[src/rtl/hazard_unit_sb_if.sv]
// Bundle of all hazard-unit signals exchanged with the datapath.
// The slave modport is the hazard unit, the master modport is the datapath.
// The HAZARD_PERF_EN macro adds the 32-bit performance counter outputs.
interface hazard_unit_sb_if #(
  parameter int NUM_SRC  = 2,
  parameter int REG_AW   = 5,
  parameter int NUM_FWD  = 3,
  parameter int MAX_PEND = 4
);
  localparam int SELW = $clog2(NUM_FWD + 1);
  localparam int CNTW = $clog2(MAX_PEND + 1);

  logic                      i_cache_stall;
  logic                      d_cache_stall;
  logic                      alu_stallE;
  logic                      flush_exceptionM;
  logic                      flush_pred_failedM;
  logic                      flush_jump_conflictE;
  logic [NUM_SRC-1:0]        src_validD;
  logic [NUM_SRC*REG_AW-1:0] src_addrD;
  logic [NUM_FWD-1:0]        fwd_we;
  logic [NUM_FWD*REG_AW-1:0] fwd_waddr;
  logic [NUM_FWD-1:0]        fwd_ready;
  logic                      lop_issueE;
  logic [REG_AW-1:0]         lop_waddrE;
  logic                      lop_needD;
  logic                      lop_done;
  logic [REG_AW-1:0]         lop_done_addr;

  logic stallF, stallD, stallE, stallM, stallW;
  logic flushF, flushD, flushE, flushM, flushW;
  logic [NUM_SRC*SELW-1:0]   fwd_sel;
  logic                      exc_drain;
  logic [CNTW-1:0]           pend_cnt;
`ifdef HAZARD_PERF_EN
  logic [31:0] perf_mem_cyc, perf_use_cyc, perf_sb_cyc, perf_flush_cnt;

  modport slave (
    input  i_cache_stall, d_cache_stall, alu_stallE, flush_exceptionM,
           flush_pred_failedM, flush_jump_conflictE, src_validD, src_addrD,
           fwd_we, fwd_waddr, fwd_ready, lop_issueE, lop_waddrE, lop_needD,
           lop_done, lop_done_addr,
    output stallF, stallD, stallE, stallM, stallW,
           flushF, flushD, flushE, flushM, flushW,
           fwd_sel, exc_drain, pend_cnt,
           perf_mem_cyc, perf_use_cyc, perf_sb_cyc, perf_flush_cnt
  );
  modport master (
    output i_cache_stall, d_cache_stall, alu_stallE, flush_exceptionM,
           flush_pred_failedM, flush_jump_conflictE, src_validD, src_addrD,
           fwd_we, fwd_waddr, fwd_ready, lop_issueE, lop_waddrE, lop_needD,
           lop_done, lop_done_addr,
    input  stallF, stallD, stallE, stallM, stallW,
           flushF, flushD, flushE, flushM, flushW,
           fwd_sel, exc_drain, pend_cnt,
           perf_mem_cyc, perf_use_cyc, perf_sb_cyc, perf_flush_cnt
  );
`else
  modport slave (
    input  i_cache_stall, d_cache_stall, alu_stallE, flush_exceptionM,
           flush_pred_failedM, flush_jump_conflictE, src_validD, src_addrD,
           fwd_we, fwd_waddr, fwd_ready, lop_issueE, lop_waddrE, lop_needD,
           lop_done, lop_done_addr,
    output stallF, stallD, stallE, stallM, stallW,
           flushF, flushD, flushE, flushM, flushW,
           fwd_sel, exc_drain, pend_cnt
  );
  modport master (
    output i_cache_stall, d_cache_stall, alu_stallE, flush_exceptionM,
           flush_pred_failedM, flush_jump_conflictE, src_validD, src_addrD,
           fwd_we, fwd_waddr, fwd_ready, lop_issueE, lop_waddrE, lop_needD,
           lop_done, lop_done_addr,
    input  stallF, stallD, stallE, stallM, stallW,
           flushF, flushD, flushE, flushM, flushW,
           fwd_sel, exc_drain, pend_cnt
  );
`endif
endinterface

[src/rtl/hazard_unit_sb.sv]
// Stall/flush/forwarding control for the 5-stage core with a long-latency
// scoreboard and an exception-drain FSM for exceptions raised during a miss.
// Optional macro HAZARD_PERF_EN adds mem/use/scoreboard stall cycle counters
// and a flushD rising-edge counter.
module hazard_unit_sb #(
  parameter int NUM_SRC  = 2,
  parameter int REG_AW   = 5,
  parameter int NUM_FWD  = 3,
  parameter int MAX_PEND = 4
) (
  input logic             clk,
  input logic             resetn,
  hazard_unit_sb_if.slave hz
);
  localparam int SELW = $clog2(NUM_FWD + 1);
  localparam int CNTW = $clog2(MAX_PEND + 1);
  localparam int NREG = 2 ** REG_AW;
  localparam logic [CNTW-1:0] MAX_CNT = CNTW'(MAX_PEND);
  localparam logic [CNTW-1:0] ONE_CNT = CNTW'(1);

  typedef enum logic {RUN, DRAIN} drainState_t;

  drainState_t             state, stateNext;
  logic [NREG-1:0]         sbBits, sbNext;
  logic [CNTW-1:0]         pendCnt, cntNext;
  logic [REG_AW-1:0]       srcAddr [NUM_SRC];
  logic [REG_AW-1:0]       fwdAddr [NUM_FWD];
  logic [NUM_SRC*SELW-1:0] fwdSel;
  logic                    mem, useStall, sbStall, dStall, excDrain;
  logic                    stallDInt, stallEInt, flushDInt;
  logic                    issueOk, doneOk, sameAddr;

  for (genvar i = 0; i < NUM_SRC; i++) begin : g_src
    assign srcAddr[i] = hz.src_addrD[i*REG_AW +: REG_AW];
  end
  for (genvar k = 0; k < NUM_FWD; k++) begin : g_fwd
    assign fwdAddr[k] = hz.fwd_waddr[k*REG_AW +: REG_AW];
  end

  // Forwarding select (youngest matching stage wins) plus use and scoreboard stalls.
  always_comb begin
    // NOTE: every variable gets a default before any branch, so no path can
    // leave one unassigned and infer a latch.
    fwdSel   = '0;
    useStall = 1'b0;
    sbStall  = hz.lop_needD && (pendCnt == MAX_CNT);
    for (int i = 0; i < NUM_SRC; i++) begin
      if (hz.src_validD[i] && (srcAddr[i] != '0)) begin
        // Oldest first so the youngest match overwrites it.
        for (int k = NUM_FWD - 1; k >= 0; k--) begin
          if (hz.fwd_we[k] && (fwdAddr[k] == srcAddr[i])) begin
            fwdSel[i*SELW +: SELW] = SELW'(k + 1);
          end
        end
        for (int k = 0; k < NUM_FWD; k++) begin
          if ((fwdSel[i*SELW +: SELW] == SELW'(k + 1)) && !hz.fwd_ready[k]) begin
            useStall = 1'b1;
          end
        end
        // Registered bits only: a same-cycle lop_done does not release the stall.
        if (sbBits[srcAddr[i]]) sbStall = 1'b1;
      end
    end
  end

  // Scoreboard next state: done before issue so a same-address pair keeps the bit.
  always_comb begin
    issueOk  = hz.lop_issueE && (hz.lop_waddrE != '0) && (pendCnt != MAX_CNT);
    doneOk   = hz.lop_done && sbBits[hz.lop_done_addr] && (pendCnt != '0);
    sameAddr = issueOk && doneOk && (hz.lop_waddrE == hz.lop_done_addr);
    sbNext   = sbBits;
    cntNext  = pendCnt;
    if (!sameAddr) begin
      if (doneOk) begin
        sbNext[hz.lop_done_addr] = 1'b0;
        cntNext = cntNext - ONE_CNT;
      end
      if (issueOk) begin
        sbNext[hz.lop_waddrE] = 1'b1;
        cntNext = cntNext + ONE_CNT;
      end
    end
  end

  // Scoreboard register; an exception wipes every pending write.
  always_ff @(posedge clk or negedge resetn) begin
    // NOTE: the pending-bit array is reset like any flop because a stale bit
    // would stall D forever; it is small enough to live in flops.
    if (!resetn) begin
      sbBits  <= '0;
      pendCnt <= '0;
    end else if (hz.flush_exceptionM) begin
      sbBits  <= '0;
      pendCnt <= '0;
    end else begin
      // NOTE: state updates use non-blocking assignment so every flop samples
      // the pre-edge values regardless of statement order.
      sbBits  <= sbNext;
      pendCnt <= cntNext;
    end
  end

  // Drain FSM state register.
  always_ff @(posedge clk or negedge resetn) begin
    if (!resetn) state <= RUN;
    else         state <= stateNext;
  end

  // Drain FSM next state and output.
  always_comb begin
    stateNext = state;
    excDrain  = (state == DRAIN);
    case (state)
      RUN:     if (hz.flush_exceptionM && mem) stateNext = DRAIN;
      DRAIN:   if (!mem) stateNext = RUN;
      default: stateNext = RUN;
    endcase
  end

  assign mem       = hz.i_cache_stall | hz.d_cache_stall;
  assign dStall    = useStall | sbStall;
  assign stallDInt = mem | hz.alu_stallE | dStall;
  assign stallEInt = mem | hz.alu_stallE;
  assign flushDInt = hz.flush_exceptionM | excDrain | hz.flush_pred_failedM
                   | (hz.flush_jump_conflictE & ~stallDInt);

  assign hz.stallF = (~hz.flush_exceptionM & stallEInt) | dStall | excDrain;
  assign hz.stallD = stallDInt;
  assign hz.stallE = stallEInt;
  assign hz.stallM = mem;
  assign hz.stallW = ~hz.flush_exceptionM & mem & ~excDrain;
  assign hz.flushF = 1'b0;
  assign hz.flushD = flushDInt;
  assign hz.flushE = hz.flush_exceptionM | excDrain
                   | (hz.flush_pred_failedM & ~stallEInt) | (~stallEInt & dStall);
  assign hz.flushM = hz.flush_exceptionM | excDrain;
  assign hz.flushW = hz.flush_exceptionM;
  assign hz.fwd_sel   = fwdSel;
  assign hz.exc_drain = excDrain;
  assign hz.pend_cnt  = pendCnt;

`ifdef HAZARD_PERF_EN
  logic        flushDq;
  logic [31:0] memCyc, useCyc, sbCyc, flushCnt;

  // Free-running event counters; they wrap naturally at 2^32.
  always_ff @(posedge clk or negedge resetn) begin
    if (!resetn) begin
      flushDq  <= 1'b0;
      memCyc   <= '0;
      useCyc   <= '0;
      sbCyc    <= '0;
      flushCnt <= '0;
    end else begin
      flushDq <= flushDInt;
      if (mem)                   memCyc   <= memCyc + 32'd1;
      if (useStall)              useCyc   <= useCyc + 32'd1;
      if (sbStall)               sbCyc    <= sbCyc + 32'd1;
      if (flushDInt && !flushDq) flushCnt <= flushCnt + 32'd1;
    end
  end

  assign hz.perf_mem_cyc   = memCyc;
  assign hz.perf_use_cyc   = useCyc;
  assign hz.perf_sb_cyc    = sbCyc;
  assign hz.perf_flush_cnt = flushCnt;
`endif
endmodule

[src/flat_wrapper.sv]
// flat-port wrapper written by rule: the top's interface ports become plain ports
module hazard_unit_sb_flat 
#(
  parameter int NUM_SRC  = 2,
  parameter int REG_AW   = 5,
  parameter int NUM_FWD  = 3,
  parameter int MAX_PEND = 4
)
  (clk, resetn, hz_i_cache_stall, hz_d_cache_stall, hz_alu_stallE, hz_flush_exceptionM, hz_flush_pred_failedM, hz_flush_jump_conflictE, hz_src_validD, hz_src_addrD, hz_fwd_we, hz_fwd_waddr, hz_fwd_ready, hz_lop_issueE, hz_lop_waddrE, hz_lop_needD, hz_lop_done, hz_lop_done_addr, hz_stallF, hz_stallD, hz_stallE, hz_stallM, hz_stallW, hz_flushF, hz_flushD, hz_flushE, hz_flushM, hz_flushW, hz_fwd_sel, hz_exc_drain, hz_pend_cnt);
  hazard_unit_sb_if #(.NUM_SRC(NUM_SRC), .REG_AW(REG_AW), .NUM_FWD(NUM_FWD), .MAX_PEND(MAX_PEND)) hz_i ();
  input logic clk;
  input logic resetn;
  input wire logic [$bits(hz_i.i_cache_stall)-1:0] hz_i_cache_stall;
  input wire logic [$bits(hz_i.d_cache_stall)-1:0] hz_d_cache_stall;
  input wire logic [$bits(hz_i.alu_stallE)-1:0] hz_alu_stallE;
  input wire logic [$bits(hz_i.flush_exceptionM)-1:0] hz_flush_exceptionM;
  input wire logic [$bits(hz_i.flush_pred_failedM)-1:0] hz_flush_pred_failedM;
  input wire logic [$bits(hz_i.flush_jump_conflictE)-1:0] hz_flush_jump_conflictE;
  input wire logic [$bits(hz_i.src_validD)-1:0] hz_src_validD;
  input wire logic [$bits(hz_i.src_addrD)-1:0] hz_src_addrD;
  input wire logic [$bits(hz_i.fwd_we)-1:0] hz_fwd_we;
  input wire logic [$bits(hz_i.fwd_waddr)-1:0] hz_fwd_waddr;
  input wire logic [$bits(hz_i.fwd_ready)-1:0] hz_fwd_ready;
  input wire logic [$bits(hz_i.lop_issueE)-1:0] hz_lop_issueE;
  input wire logic [$bits(hz_i.lop_waddrE)-1:0] hz_lop_waddrE;
  input wire logic [$bits(hz_i.lop_needD)-1:0] hz_lop_needD;
  input wire logic [$bits(hz_i.lop_done)-1:0] hz_lop_done;
  input wire logic [$bits(hz_i.lop_done_addr)-1:0] hz_lop_done_addr;
  output wire logic [$bits(hz_i.stallF)-1:0] hz_stallF;
  output wire logic [$bits(hz_i.stallD)-1:0] hz_stallD;
  output wire logic [$bits(hz_i.stallE)-1:0] hz_stallE;
  output wire logic [$bits(hz_i.stallM)-1:0] hz_stallM;
  output wire logic [$bits(hz_i.stallW)-1:0] hz_stallW;
  output wire logic [$bits(hz_i.flushF)-1:0] hz_flushF;
  output wire logic [$bits(hz_i.flushD)-1:0] hz_flushD;
  output wire logic [$bits(hz_i.flushE)-1:0] hz_flushE;
  output wire logic [$bits(hz_i.flushM)-1:0] hz_flushM;
  output wire logic [$bits(hz_i.flushW)-1:0] hz_flushW;
  output wire logic [$bits(hz_i.fwd_sel)-1:0] hz_fwd_sel;
  output wire logic [$bits(hz_i.exc_drain)-1:0] hz_exc_drain;
  output wire logic [$bits(hz_i.pend_cnt)-1:0] hz_pend_cnt;
  assign hz_i.i_cache_stall = hz_i_cache_stall;
  assign hz_i.d_cache_stall = hz_d_cache_stall;
  assign hz_i.alu_stallE = hz_alu_stallE;
  assign hz_i.flush_exceptionM = hz_flush_exceptionM;
  assign hz_i.flush_pred_failedM = hz_flush_pred_failedM;
  assign hz_i.flush_jump_conflictE = hz_flush_jump_conflictE;
  assign hz_i.src_validD = hz_src_validD;
  assign hz_i.src_addrD = hz_src_addrD;
  assign hz_i.fwd_we = hz_fwd_we;
  assign hz_i.fwd_waddr = hz_fwd_waddr;
  assign hz_i.fwd_ready = hz_fwd_ready;
  assign hz_i.lop_issueE = hz_lop_issueE;
  assign hz_i.lop_waddrE = hz_lop_waddrE;
  assign hz_i.lop_needD = hz_lop_needD;
  assign hz_i.lop_done = hz_lop_done;
  assign hz_i.lop_done_addr = hz_lop_done_addr;
  assign hz_stallF = hz_i.stallF;
  assign hz_stallD = hz_i.stallD;
  assign hz_stallE = hz_i.stallE;
  assign hz_stallM = hz_i.stallM;
  assign hz_stallW = hz_i.stallW;
  assign hz_flushF = hz_i.flushF;
  assign hz_flushD = hz_i.flushD;
  assign hz_flushE = hz_i.flushE;
  assign hz_flushM = hz_i.flushM;
  assign hz_flushW = hz_i.flushW;
  assign hz_fwd_sel = hz_i.fwd_sel;
  assign hz_exc_drain = hz_i.exc_drain;
  assign hz_pend_cnt = hz_i.pend_cnt;
  hazard_unit_sb #(.NUM_SRC(NUM_SRC), .REG_AW(REG_AW), .NUM_FWD(NUM_FWD), .MAX_PEND(MAX_PEND)) u_core (.clk(clk), .resetn(resetn), .hz(hz_i));
endmodule
[config.mk]
export PLATFORM = sky130hd
export DESIGN_NAME = hazard_unit_sb_flat
export DESIGN_NICKNAME = d
export VERILOG_FILES = /design/src/rtl/hazard_unit_sb_if.sv /design/src/rtl/hazard_unit_sb.sv /design/src/flat_wrapper.sv
export SDC_FILE = /design/constraint.sdc
export NUM_CORES = 1
export LEC_CHECK = 0
export BUFFER_PORTS_ARGS = -buffer_cell sky130_fd_sc_hd__buf_2
export CELL_PAD_IN_SITES_DETAIL_PLACEMENT = 0
export CELL_PAD_IN_SITES_GLOBAL_PLACEMENT = 1
export CORE_MARGIN = 8
export CORE_UTILIZATION = 35
export CTS_CLUSTER_DIAMETER = 60
export CTS_CLUSTER_SIZE = 28
export DETAILED_ROUTE_END_ITERATION = 7
export MAX_ROUTING_LAYER = met4
export PLACE_DENSITY = 0.81
export SYNTH_ARGS = -nofsm -noshare
export SYNTH_HDL_FRONTEND = slang
export SYNTH_SLANG_ARGS = --single-unit
export TNS_END_PERCENT = 5
[constraint.sdc]
create_clock -name clk -period 8.9 [get_ports clk]
set_clock_uncertainty 0.1 [all_clocks]
set_input_delay 1.78 -clock clk [delete_from_list [all_inputs] [get_ports clk]]
set_output_delay 1.78 -clock clk [all_outputs]
set_load 0.02 [all_outputs]
# Word level (Yosys, flattened, before mapping)
# Index checks and enable logic that the tools add are counted.
# op_classes
magnitude_cmp,6
mux,45
n_addsub,2
eq_ne,16
bitwise_logic,24
reduce_logical,31
# op_table
op,count
32-bit two-way mux,5
5-bit equality test,7
32-bit AND,1
32-bit inverter,1
32-bit OR,1
1-bit logical AND,24
"5-bit by 6-bit less-than comparator with 1-bit output, second input constant",4
2-bit two-way mux,10
1-bit two-way mux,19
1-bit binary-select mux with 5-bit select,3
3-bit two-way mux,5
5-bit nonzero test,3
1-bit OR,11
1-bit demux with 5-bit select,2
"5-bit by 1-bit >= comparator with 1-bit output, second input constant",2
"2-bit equality test, second input constant",4
1-bit AND,6
"2-bit by 1-bit equality test with 1-bit output, second input constant",2
1-bit inverter,4
"3-bit by 1-bit adder with 3-bit output, second input constant",1
"3-bit equality test, second input constant",1
1-bit zero test,3
"3-bit inequality test, second input constant",1
3-bit nonzero test,1
3 further kinds,3
# word_totals
reg_bits,36
out_inout_bits,18
word_cells,127
inputBits,54

# Depth between registers and ports, before layout
# logic_depth
depth_word,21
ltp_mapped,13
depth_no_buf,11

# Least setup slack after synthesis
# OpenSTA, ideal clock, no wires.
# synth_path
path_type,in2out
startpoint,in hz_src_addrD[5]
endpoint,out hz_flushD
slack_ns,3.121
n_path_buf,1
stages,8
arrival_ns,3.899
path_cell_list,buf_2 mux4_2 mux4_2 and3_1 a31oi_1 o2111ai_1 nor3_2 a311o_1
# synth_via
elab_chain_cells,17
word_cells_on_any_way,31
cone_classes,eq/ne: 6; mux: 12; bitwise: 5; reduce/logical: 8
# synth_rtl
element,line_no,source
"start, declared",flat_wrapper.sv:20,input wire logic [$bits(hz_i.src_addrD)-1:0] hz_src_addrD;
5-bit equality test,hazard_unit_sb.sv:51,if (hz.fwd_we[k] && (fwdAddr[k] == srcAddr[i])) begin
1-bit logical AND,hazard_unit_sb.sv:51,
2-bit two-way mux (3 in a row),hazard_unit_sb.sv:51,
2-bit two-way mux,hazard_unit_sb.sv:48,if (hz.src_validD[i] && (srcAddr[i] != '0)) begin
2-bit by 1-bit equality test with 1-bit output,hazard_unit_sb.sv:56,if ((fwdSel[i*SELW +: SELW] == SELW'(k + 1)) && !hz.fwd_ready[k]) begin
1-bit logical AND,hazard_unit_sb.sv:56,
1-bit two-way mux (3 in a row),hazard_unit_sb.sv:56,
1-bit two-way mux,hazard_unit_sb.sv:48,
1-bit OR *,hazard_unit_sb.sv:121,assign dStall = useStall | sbStall;
1-bit OR *,hazard_unit_sb.sv:122,assign stallDInt = mem | hz.alu_stallE | dStall;
1-bit inverter *,hazard_unit_sb.sv:125,| (hz.flush_jump_conflictE & ~stallDInt);
1-bit AND *,hazard_unit_sb.sv:125,
1-bit OR *,hazard_unit_sb.sv:125,
"end, declared",flat_wrapper.sv:35,output wire logic [$bits(hz_i.flushD)-1:0] hz_flushD;
# Every way passes the cells marked *; elsewhere a longest branch is shown, timed or not. The select of a mux whose other input is x is not followed.

# Worst setup path after layout
# Same ends and word-level chain as after synthesis.

==> qor.yml <==
worstSkewPairLatency_ns: 0.29
synth_ff_type: "dfrtp_1"
netlist_area_um2: 3400
fin_crit_sh: 0.677
power_density_nw_per_um2: 112
cts_resized: 0
io_pins: 72
hold_start: "u_core.hz.exc_drain"
cts_tree: "built"
grt_usage: 0.170
drt_iter0_drc: 306
syn_area_per_cell_um2: 9.44
irDropWorstVdd_mv: 0.0727
insertedDiodeCount: 0
maxSlewHeadroom: 0.412
r2r_cells: 9
preCtsSetupSlack_ns: 2.84
yosys.area_share.adder: 0.0110
synth_top_cell_by_area: "dfrtp_1"
tns_ns: 0
hold-path-endpoint: "u_core.hz.exc_drain"
cp-start-kind: "primary input"
vias: 3257
crit_fanout: 9
clk_pin_slew_worst_paths_ns: 0.07
crit_type: "in2out"
cts_root_buffer: "clkbuf_8"
synth_compound_area_frac: 0.189
holdPathStages: 2
synthTopCellsByArea: "dfrtp_1 27%, mux4_2 15%, xor2_1 5.4%"
yosys.area.top_type_share: 0.265
yosysMostFrequentCell: "nand2_1"
drt.antenna.violating_nets: 0
required_ns: 7.02
grt_pass1_vias: 3333
synth.distinct_cells: 57
finalWirelength_um: 10800
max_freq_mhz: 166
rows: 36
drc_errors: 0
synth_edf_count: 0
synth_top_family_by_area: "simple AND/OR/NAND/NOR gates"
first_pass_iters: 5
leakagePower_nw: 1.54
cp-end-kind: "output port"
start_util: 0.354
dieArea_um2: 13100
cts_max_level: 2
die_w_um: 115
yosys_warnings: 0
setup_viol_count_final: 0
port_buffers: 70
status: "completed"
ys_async_sr_fraction: 1.00
rr_endpoint: "u_core.sbBits[28]"
antenna_found_initial: 0
grt_overflow: 0
rsz0062_at_grt: "false"
fin_crit_ns: 6.03
yosys-top-cells-count: "37 x nand2_1, 36 x dfrtp_1, 22 x mux4_2, 21 x xor2_1, 20 x nor2_1"
cts_buffer_depth: 2
hold_viol_final: 0
reg2reg_slack_ns: 5.61
dp_hpwl_um: 8420
syn_nets: 417
slew_viol_final: 0
grt_max_degree: 37
routedWlPerCell_um: 19.9
cts_hold_buf: 0
syn_to_final_growth_pct: 13.8
cts_made_buffers: 5
arrival_ns: 4.15
muxShareOfSynthArea: 0.186
worst_slew_pin_slew_ns: 0.875
synth-xor-area-share: 0.0954
r2r-start: "u_core.hz.pend_cnt[1]"
maxCapViolCount: 0
cts.sinks: 36
chipHeight_um: 115
grt_pass1_wl_um: 17200
cts_post_setup_buffers_inserted: 0
viasPerCell: 6.01
place_congestion: 0.860
seq_area_frac_synth: 0.265
hold_path.class: "reg2reg"
fin_ws_ns: 2.87
drive_above_1_share: 0.284
core_area_um2: 9590
layout.nets: 466
synth_cells: 360
ys_ff_latch: 36
yosys.area_share.simple: 0.190
critical path, stage by stage:
cell,delay (ns)
buf_2,0.25
mux4_2,0.54
mux4_2,0.47
and3_1,0.19
a31oi_1,0.17
o2111ai_1,0.20
nor3_2,0.20
a311o_1,0.18
buf_2,0.16
cell type report:
cell class | count | area [um^2]
fillers | 975 | 5730
multi-input cells | 278 | 2280
flip-flops and latches | 36 | 901
repair buffers | 71 | 358
well taps | 133 | 166
clock buffers | 7 | 96.3
inverters | 17 | 63.8
worst max path at each step:
stage,startpoint,to,slack [ns],depth (start not counted)
after global placement,hz_src_addrD[5],hz_flushD,2.85,9
final,hz_src_addrD[5],hz_flushD,2.87,9
after detailed placement,hz_src_addrD[5],hz_flushD,2.84,9
after global routing,hz_src_addrD[5],hz_flushD,2.68,9
after CTS,hz_src_addrD[5],hz_flushD,2.84,9
after floorplan,hz_src_addrD[5],hz_flushD,3.12,8
kinds of logic after synthesis:
logic type | Yosys count
fa+ha+maj | 3
buf+inv | 46
xor+xnor | 37
compound gates | 81
simple gates | 121
flops | 36
mux | 35
other cells | 1
per-stage QoR:
| stage | total power [W] | hold slack [ns] | utilization | std cells | area [um^2] |
|---|---|---|---|---|---|
| 6_report | 0.000434 | 0.491 | 0.403 | 542 | 3870 |
| 5_1_grt | 0.000455 | 0.518 | 0.403 | 542 | 3870 |
| 4_1_cts | 0.000435 | 0.498 | 0.403 | 542 | 3870 |
| 3_5_place_dp | 0.000308 | 0.486 | 0.393 | 535 | 3770 |
| 3_3_place_gp | 0.000305 | 0.477 | 0.393 | 535 | 3770 |
| 2_1_floorplan | 0.000266 | 0.428 | - | 360 | 3400 |
flip-flops by register name, summed over array words and instances (netlist names):
| name | flops |
|---|---|
| u_core.hz.exc_drain | 1 |
| u_core.hz.pend_cnt | 3 |
| u_core.sbBits | 32 |
metal layers:
layer  routed length (um)  vias to the layer above  track usage  part of all wire
met1                 4760                     1594        0.216              0.44
li1                     -                     1458            -                 -
met3                 1020                       25       0.0374             0.094
met2                 4760                      180        0.260              0.44
met4                  255                        0       0.0586             0.024
met5                    0                        -            -                 0
cell usage in the layout, fill, tap and decap left out, types with 10 or more instances in the layout:
cell type  netlist  final
o21ai_0         14     14
dfrtp_1         36     36
a32o_1          16     16
nand2_1         37     37
mux4_2          22     22
xnor2_1         16     16
inv_1           17     17
xor2_1          21     21
nor4_1          10     10
buf_2           12     70
nor2_1          20     20
where the power goes:
| part | leakage (nW) | switching, W | internal [W] |
|---|---|---|---|
| logic | 0.997 | 0.0000792 | 0.0000509 |
| registers | 0.497 | 0.00000640 | 0.000168 |
| clock network | 0.0503 | 0.0000597 | 0.0000690 |
| total | 1.54 | 0.000145 | 0.000288 |
Note: power is estimated with default switching activity, not from simulation.
